`config.mk`:
```
export PLATFORM = sky130hd
export DESIGN_NAME = hex_entry_loader
export DESIGN_NICKNAME = d
export VERILOG_FILES = /design/src/rtl/hex_entry_loader.sv
export SDC_FILE = /design/constraint.sdc
export NUM_CORES = 1
export LEC_CHECK = 0
export BUFFER_PORTS_ARGS = -buffer_cell sky130_fd_sc_hd__buf_2
export CORE_ASPECT_RATIO = 2
export CORE_MARGIN = 1
export CORE_UTILIZATION = 55
export CTS_BUF_LIST = sky130_fd_sc_hd__clkbuf_4 sky130_fd_sc_hd__clkbuf_8
export DETAILED_ROUTE_END_ITERATION = 8
export PLACE_DENSITY = 0.8
export SYNTH_ARGS = -nofsm -noshare
export SYNTH_HDL_FRONTEND = slang
export SYNTH_SLANG_ARGS = --single-unit
```
`constraint.sdc`:
```
create_clock -name clk -period 3.6 [get_ports clk]
set_input_delay 0.36 -clock clk [delete_from_list [all_inputs] [get_ports clk]]
set_output_delay 0.36 -clock clk [all_outputs]
set_load 0.1 [all_outputs]
```
`src/rtl/hex_entry_loader.sv`:
```
// hex_entry_loader: assembles keyed hex nibbles into a 16-bit word and writes it to memory over req/ack.
// Optional LOADER_TIMEOUT_EN: abandon an unacknowledged write after TIMEOUT cycles and raise sticky err.
module hex_entry_loader #(
    parameter int ADDR_W  = 8,
    parameter int TIMEOUT = 1023
) (
    input  logic              clk,
    input  logic              reset,
    input  logic              nib_tick,
    input  logic [3:0]        nib_val,
    input  logic              commit_tick,
    input  logic              clear_tick,
    input  logic              addr_load_tick,
    output logic              wr_req,
    output logic [ADDR_W-1:0] wr_addr,
    output logic [15:0]       wr_data,
    input  logic              wr_ack,
    output logic [15:0]       entry_word,
    output logic [2:0]        digit_cnt,
    output logic              busy,
    output logic              err
);
    typedef enum logic [1:0] {ENTRY, WRITE, WAIT_REL} state_t;
    state_t state, state_n;
    logic [15:0] entry_n, data_n;
    logic [2:0] cnt_n;
    logic [ADDR_W-1:0] addr_n;
    logic timeout;

    // wr_req/busy decode straight from state so an async reset drops them immediately
    assign wr_req = state == WRITE;
    assign busy   = wr_req;

`ifdef LOADER_TIMEOUT_EN
    localparam int TW = $clog2(TIMEOUT + 1);
    logic [TW-1:0] tmo;
    logic err_r;
    assign timeout = tmo == TW'(TIMEOUT - 1);
    assign err     = err_r;
    always_ff @(posedge clk or posedge reset) begin
        if (reset) begin
            tmo   <= '0;
            err_r <= 1'b0;
        end else begin
            tmo <= (state == WRITE) ? tmo + 1'b1 : '0;
            if (state == ENTRY && clear_tick)
                err_r <= 1'b0;
            else if (state == WRITE && !wr_ack && timeout)
                err_r <= 1'b1;
        end
    end
`else
    logic unused_timeout;
    assign unused_timeout = ^TIMEOUT;
    assign timeout = 1'b0;
    assign err     = 1'b0;
`endif

    always_ff @(posedge clk or posedge reset) begin
        if (reset) begin
            state      <= ENTRY;
            entry_word <= '0;
            digit_cnt  <= '0;
            wr_addr    <= '0;
            wr_data    <= '0;
        end else begin
            state      <= state_n;
            entry_word <= entry_n;
            digit_cnt  <= cnt_n;
            wr_addr    <= addr_n;
            wr_data    <= data_n;
        end
    end

    always_comb begin
        state_n = state;
        entry_n = entry_word;
        cnt_n   = digit_cnt;
        addr_n  = wr_addr;
        data_n  = wr_data;
        case (state)
            ENTRY: begin
                if (clear_tick) begin
                    entry_n = '0;
                    cnt_n   = '0;
                end else if (addr_load_tick) begin
                    addr_n  = entry_word[ADDR_W-1:0];
                    entry_n = '0;
                    cnt_n   = '0;
                end else if (commit_tick && digit_cnt != 3'd0) begin
                    data_n  = entry_word;
                    state_n = WRITE;
                end else if (nib_tick) begin
                    entry_n = {entry_word[11:0], nib_val};
                    cnt_n   = (digit_cnt == 3'd4) ? 3'd4 : digit_cnt + 3'd1;
                end
            end
            WRITE: begin
                if (wr_ack) begin
                    addr_n  = wr_addr + 1'b1;
                    entry_n = '0;
                    cnt_n   = '0;
                    state_n = WAIT_REL;
                end else if (timeout) begin
                    state_n = WAIT_REL;
                end
            end
            default: state_n = ENTRY;
        endcase
    end
endmodule

```
# == Yosys cells after proc, flatten, opt, wreduce, memory -nomap -nowiden ==
# Cells that the tools add are included.
# totals
reg_bits,45
inputBits,11
output_inout_bits,46
elab_cells,48
# op_classes
addsub,2
n_eq_ne,9
mux,22
n_bitwise,2
reduce_logical,8
# ops
operator,count
16-bit 2-to-1 mux,5
16-bit case mux with 2 select lines,1
8-bit 2-to-1 mux,3
3-bit 2-to-1 mux,6
8-bit case mux with 2 select lines,1
4-bit AND reduction,4
"2-bit != test, second input constant",5
"8-bit by 1-bit adder with 8-bit output, second input constant",1
2-bit 2-to-1 mux,4
"4-bit != test, second input constant",2
3-bit case mux with 2 select lines,1
2-bit case mux with 2 select lines,1
"3-bit by 1-bit adder with 3-bit output, second input constant",1
"3-bit == test, second input constant",1
3-bit nonzero test,1
"2-bit by 1-bit == test with 1-bit output, second input constant",1
2-bit logical NOT,1
1-bit NOT,2
2-bit nonzero test,1
1-bit logical AND,1

# == Depth between registers and ports, before layout ==
# Gate-level depths: netlist of run 1.
# depth
depth_word,7
mapped_depth,8
ltp_nobuf,6

# == Least setup slack after synthesis of run 1 ==
# Ideal clock, no wire load.
# synth_path
path_kind,reg-to-reg
startpoint,register digit_cnt[0]
endpoint,register wr_data[10]
setup_ns,0.122
arrival_time_ns,2.277
required_ns,3.478
path_slack_ns,1.201
path_stages_with_launch,9
n_path_buf,2
period_less_slack_ns,2.399
path_cell_list,dfrtp_1 > inv_1 > ha_1 > nor2b_1 > or3b_1 > buf_2 > buf_6 > nand2_1 > o21ai_2
# synth_via
elab_chain_len,3
# synth_lines
item,line_no,source
start: declaration,19,"output logic [2:0] digit_cnt,"
start signal: assignment,69,digit_cnt <= cnt_n;
3-bit nonzero test,90,end else if (commit_tick && digit_cnt != 3'd0) begin
1-bit logical AND,90,
4-bit AND reduction (no line),n/a,
end signal: assignment,71,wr_data <= data_n;
end: declaration,16,"output logic [15:0] wr_data,"
# Every way passes these cells.
# A chain may end at the register's enable or synchronous reset.

# == Worst setup path in the final report of run 1 ==
# layout_path
startpoint,register state[0]
endpoint,output port wr_req
# layout_via
elab_chain_len,1
# layout_lines
item,line_no,source
start: declaration,24,"state_t state, state_n;"
start signal: assignment,67,state <= state_n;
2-bit by 1-bit == test with 1-bit output,31,assign wr_req = state == WRITE;
end: declaration,14,"output logic wr_req,"
# Every way passes these cells.

==> impl_metrics.tcl, run 1 <==
set metrics [dict create \
    worstPathArrival_ns 1.82 \
    hold_viol_final 0 \
    clk_latency_ns 0.29 \
    nNetsFinal 277 \
    max_freq_mhz 458.4 \
    cts_resized 0 \
    grt_antenna_before_repair 0 \
    hpwl_mm 3.005 \
    synth_xor_area_frac 0 \
    final.setup.worst_slack_ns 1.418 \
    synth-edff-count 0 \
    ir_drop_mv 0.4632 \
    ys_top_cells_by_area "dfrtp_1, mux2i_1, nand2_1, o21ai_2, buf_6" \
    cts_sinks 45 \
    synth_top_area_frac 0.5122 \
    io_buffers 55 \
    ys_async_sr_fraction 1.000 \
    fin_crit_sh 0.6060 \
    cpLargestDelayFamily "buffers and inverters" \
    endpoint_kind "primary output" \
    holdBufCountCts 0 \
    synth-seq-cells 45 \
    cts_tree "built" \
    worstPathCellList "nand2b_1 -> inv_4 -> buf_2" \
    grt_pass1_wl_mm 6.817 \
    hp-class "input port to async pin" \
    crit_path_max_fanout 18 \
    slew_viol_final 0 \
    synth_compound_area_frac 0.1668 \
    synth.distinct_cells 36 \
    powerDensity_nw_per_um2 604.7 \
    pre_cts_slack_ns 1.653 \
    clk_pin_slew_worst_paths_ns 0.08 \
    max_slew.worst_pin.slew_ns 0.9099 \
    place_inst 307 \
    cts_setup_buffers 0 \
    yosys_warnings 0 \
    ys_seq_area_frac 0.5122 \
    synth.avg_cell_area_um2 10.42 \
    drv_cap 0 \
    grt_pass1_vias 1509 \
    vias_per_cell 5.206 \
    synth_mux_area_frac 0.08196 \
    drtIter0Drc 21 \
    power.switching_uw 723.5 \
    dieWidth_um 46.71 \
    wl_per_cell_um 13.32 \
    pwr-share-clk 0.213 \
    fin_setup_tns_ns 0 \
    combPwrFrac 0.393 \
    first_pass_iters 4 \
    synthFlopType "dfrtp_1" \
    syn_inst 211 \
    status "finished clean" \
    final.min_clock_period_ns 2.182 \
    grt_overflow 0 \
    cts_buffers 5 \
    grt_start_max_net_pins 46 \
    drive_above_1_share 0.3295 \
    routed_wl_mm 4.195 \
    p_seq_frac 0.394 \
    cp.required_ns 3.24 \
    drc 0 \
    die_y_um 91.41 \
    cp-start-kind "register" \
    stdcell_count 315 \
    report.final.setup_viol 0 \
    start_util 0.5719 \
    synth_fp_nets 225 \
    synth_top_area_cell "dfrtp_1" \
    cpPeakStageDelay_ns 0.51 \
    num_rows 32 \
    area_growth_pct 15.59 \
    p_leak_uw 0.001345 \
    routabilityCongestion 0.8263 \
    antenna_cells 0 \
    synthSimpleGateAreaFrac 0.1275 \
    synthesis.area_um2 2198 \
    path_buf_inv 2 \
    track_usage 0.2202 \
    synth_adder_area_share 0.01707 \
    io_pins 57 \
    path_class "register to primary output" \
    synth_top_family_by_area "compound AO/OA/AOI/OAI gates" \
    grt_setup_unrepaired "no" \
    p_int_uw 813.2 \
    ant_nets 0 \
    finClkSkew_ns 0.002003 \
    max-clock-path-buffers 2 \
    swShare 0.4708 \
    worst_path_max_delay_cell "dfrtp_1" \
    h-tree-depth 2 \
    die-area_um2 4269 \
    max_slew_margin 0.3925 \
    dr_total_vias 1640 \
    core_area_um2 3844 \
    cts_root_buffer "clkbuf_8" \
    fin_util 0.6611 \
]
-- cell usage in the layout (no fill, tap or decap), drive strengths merged --
cell type	count
nor2	11
conb	1
a211o	1
mux2i	18
nand2	39
nand2b	2
clkbuf	6
o22ai	1
clkinv	2
and4	1
a41o	1
buf	57
nand4	1
a21oi	10
o31ai	1
a22oi	1
a21o	1
a31oi	1
a2bb2oi	2
o21ai	24
o22a	3
inv	22
dfrtp	45
nor2b	1
nand3	3
a32oi	1
a221oi	1
or3b	2
nor3	2
ha	3
-- power groups by stage --
stage	Combinational (uW)	Sequential, uW	Clock (uW)
CTS	608	605	334
finish	604	605	328
global placement	604	613	0
global route	632	612	349
floorplan	160	979	0
detailed placement	607	615	0
-- synth_stat cells (all sizes together), types with 2 or more instances --
library cell  count
a21oi            10
a2bb2oi           2
buf              12
dfrtp            45
ha                3
inv              22
mux2i            18
nand2            39
nand2b            2
nand3             3
nor2             11
nor3              2
o21ai            24
o22a              3
or3b              2
-- layer usage --
metal / GRT usage / wire [um]
met4: 0.1048 / 131
met3: 0.04175 / 135
met2: 0.3611 / 2194
met5: 0 / 0
met1: 0.2609 / 1734
-- state kept, by name (all words and copies together) (netlist names) --
signal      flops
entry_word     16
wr_data        16
wr_addr         8
digit_cnt       3
state           2
-- cell type report --
class                   count  area (um2)
clock inverters             2       13.76
well taps                  51       63.81
fillers                   343        1303
flip-flops and latches     45        1126
clock buffers               6       82.58
inverters                  22       85.08
multi-input cells         132       879.6
repair buffers             57       290.3
-- final timing paths --
path,startpoint,end,slack [ns],depth (start not counted)
worst max register to register,state[1]$_DFFE_PP0P_,digit_cnt[2]$_DFFE_PP0P_,1.66,5
max in group asynchronous,reset,wr_addr[3]$_DFFE_PP0P_,2.77,2
worst max-delay path,state[0]$_DFFE_PP0P_,wr_req,1.42,3
worst min-delay path,reset,digit_cnt[1]$_DFFE_PP0P_,0.26,2
min in group clk,wr_ack,state[0]$_DFFE_PP0P_,0.30,2
worst min register to register,wr_data[8]$_DFFE_PP0P_,wr_data[8]$_DFFE_PP0P_,0.48,2
-- logic make-up after synthesis --
kind of cell,Yosys count
buf+inv,34
other cells,1
fa+ha+maj,3
simple gates,62
compound gates,48
flops,45
mux,18
-- metrics by stage --
step	area, um2	hold slack (ns)	total power, uW
floorplan	2198	0.4516	1138
global placement	2445	0.4547	1217
detailed placement	2445	0.4610	1222
CTS	2541	0.2921	1546
global route	2541	0.2989	1593
finish	2541	0.2561	1537
No activity file was read; power rests on OpenSTA's default activity.
==> run 2: changes to the inputs <==
--- a/config.mk
+++ b/config.mk
@@ -8,10 +8,10 @@
 export BUFFER_PORTS_ARGS = -buffer_cell sky130_fd_sc_hd__buf_2
 export CORE_ASPECT_RATIO = 2
 export CORE_MARGIN = 1
-export CORE_UTILIZATION = 55
+export CORE_UTILIZATION = 49
 export CTS_BUF_LIST = sky130_fd_sc_hd__clkbuf_4 sky130_fd_sc_hd__clkbuf_8
 export DETAILED_ROUTE_END_ITERATION = 8
-export PLACE_DENSITY = 0.8
+export PLACE_DENSITY = 0.75
 export SYNTH_ARGS = -nofsm -noshare
 export SYNTH_HDL_FRONTEND = slang
 export SYNTH_SLANG_ARGS = --single-unit
==> constraint.sdc (replaced) <==
create_clock -name clk -period 1.9 [get_ports clk]
set_input_delay 0.19 -clock clk [delete_from_list [all_inputs] [get_ports clk]]
set_output_delay 0.19 -clock clk [all_outputs]
set_load 0.1 [all_outputs]
==> impl_metrics.tcl, run 2 (synthesized netlist as in run 1, its figures left out) <==
set metrics [dict create \
    max_slew.worst_pin.slew_ns 0.5101 \
    crit_path_max_fanout 19 \
    cpLargestDelayFamily "flip-flops" \
    p_leak_uw 0.001380 \
    die_y_um 96.73 \
    report.final.setup_viol 0 \
    multi_input_area_um2 899.6 \
    dieWidth_um 49.36 \
    max_slew_margin 0.6599 \
    endpoint_kind "register" \
    clk_latency_ns 0.31 \
    h-tree-depth 2 \
    hp-class "input port to register" \
    final_common_cell "buf_2" \
    powerDensity_nw_per_um2 1108 \
    cts_resized 0 \
    drv_cap 0 \
    start_util 0.5066 \
    p_seq_frac 0.389 \
    grt_antenna_before_repair 0 \
    grt_pass1_vias 1644 \
    cpPeakStageDelay_ns 0.50 \
    status "finished clean" \
    drive_above_1_share 0.3792 \
    io_pins 57 \
    p_int_uw 1552 \
    largestRegisters "entry_word x16, wr_data x16, wr_addr x8" \
    worstPathArrival_ns 1.96 \
    drc 0 \
    max-clock-path-buffers 2 \
    slew_viol_final 0 \
    area_growth_pct 21.63 \
    fin_setup_tns_ns 0 \
    pwr-share-clk 0.209 \
    clk_pin_slew_worst_paths_ns 0.09 \
    worst_path_max_delay_cell "dfrtp_4" \
    die-area_um2 4774 \
    grt_setup_unrepaired "no" \
    hpwl_mm 3.309 \
    final_area_um2 2674 \
    postPlaceCellArea_um2 2570 \
    combPwrFrac 0.402 \
    ant_nets 0 \
    cp-start-kind "register" \
    power.switching_uw 1409 \
    ir_drop_mv 0.8233 \
    routabilityCongestion 0.8335 \
    track_usage 0.2104 \
    dr_total_vias 1680 \
    first_pass_iters 4 \
    regArea_um2 1140 \
    swShare 0.4759 \
    nNetsFinal 282 \
    drtIter0Drc 25 \
    grt_pass1_wl_mm 7.679 \
    worstPathCellList "inv_4 -> ha_4 -> nor2b_4 -> o21ai_1 -> a221oi_4 -> buf_12 -> mux2i_1" \
    final.min_clock_period_ns 1.739 \
    num-fill-cells 421 \
    routed_wl_mm 4.398 \
    cts_root_buffer "clkbuf_8" \
    grt_overflow 0 \
    fin_crit_sh 0.9154 \
    antenna_cells 0 \
    core_area_um2 4339 \
    vias_per_cell 5.201 \
    io_buffers 55 \
    cts_sinks 45 \
    wl_per_cell_um 13.62 \
    cts_tree "built" \
    hold_viol_final 0 \
    grt_start_max_net_pins 34 \
    num_rows 34 \
    max_freq_mhz 574.9 \
    mostFrequentLayoutCells "buf_2, nand2_1, dfrtp_1" \
    path_buf_inv 2 \
    finClkSkew_ns 0.01194 \
    path_class "register to register" \
    cp.required_ns 2.12 \
    power.total_uw 2961 \
    cts_buffers 5 \
]
==> run 2: cell types whose count changed in the layout (fill, tap and decap cells not counted), moves of 2 or more <==
cell,previous run,this run
buf_12,0,4
buf_2,55,53
buf_4,2,4
dfrtp_1,45,38
dfrtp_2,0,5
dfrtp_4,0,2
inv_1,20,18
==> run 2: worst paths after layout <==
kind | from | endpoint | slack, ns | depth (start not counted)
hold reg to reg | wr_data[12]$_DFFE_PP0P_ | wr_data[12]$_DFFE_PP0P_ | 0.48 | 2
hold / removal | wr_ack | state[0]$_DFFE_PP0P_ | 0.1 | 2
setup reg to reg | digit_cnt[0]$_DFFE_PP0P_ | entry_word[8]$_DFFE_PP0P_ | 0.16 | 7
min in group asynchronous | reset | digit_cnt[2]$_DFFE_PP0P_ | 0.33 | 3
setup / recovery | digit_cnt[0]$_DFFE_PP0P_ | entry_word[8]$_DFFE_PP0P_ | 0.16 | 7
max in group asynchronous | reset | wr_addr[0]$_DFFE_PP0P_ | 0.98 | 4
==> run 2: power by group through the flow <==
stage	combinational, uW	clock (uW)	sequential [uW]
after floorplan	312	0	1860
after global placement	1180	0	1170
after detailed placement	1190	0	1170
after CTS	1200	632	1150
after global routing	1240	674	1170
final	1190	619	1150
==> run 2: metal layers <==
metal	share of wire	GRT usage	wire, um
met5	0	0	0
met1	0.41	0.2461	1791
met2	0.54	0.3656	2385
met3	0.029	0.02830	127
met4	0.021	0.1018	93
==> run 2: stage by stage <==
stage	worst slack [ns]	hold slack, ns	instances	utilization
detailed placement	0.1732	0.1093	314	0.5923
finish	0.1607	0.09902	323	0.6162
CTS	0.1513	0.1010	323	0.6162
global route	0.06154	0.09954	323	0.6162
global placement	0.2300	0.1081	314	0.5923
floorplan	0.007628	0.2816	211	-
==> run 2: layout make-up <==
type                       count  share of cell area
sequential                    45              0.4263
multi-input combinational    132              0.3365
timing repair buffer          62              0.1441
inverter                      22             0.03276
clock buffer                   5             0.02574
tap                           54             0.02527
clock inverter                 3            0.009359
==> run 2: timing repair <==
item,4_1_cts,5_1_grt
hold buffers,1,0
buffers inserted,0,0
hold endpoints to repair,8,0
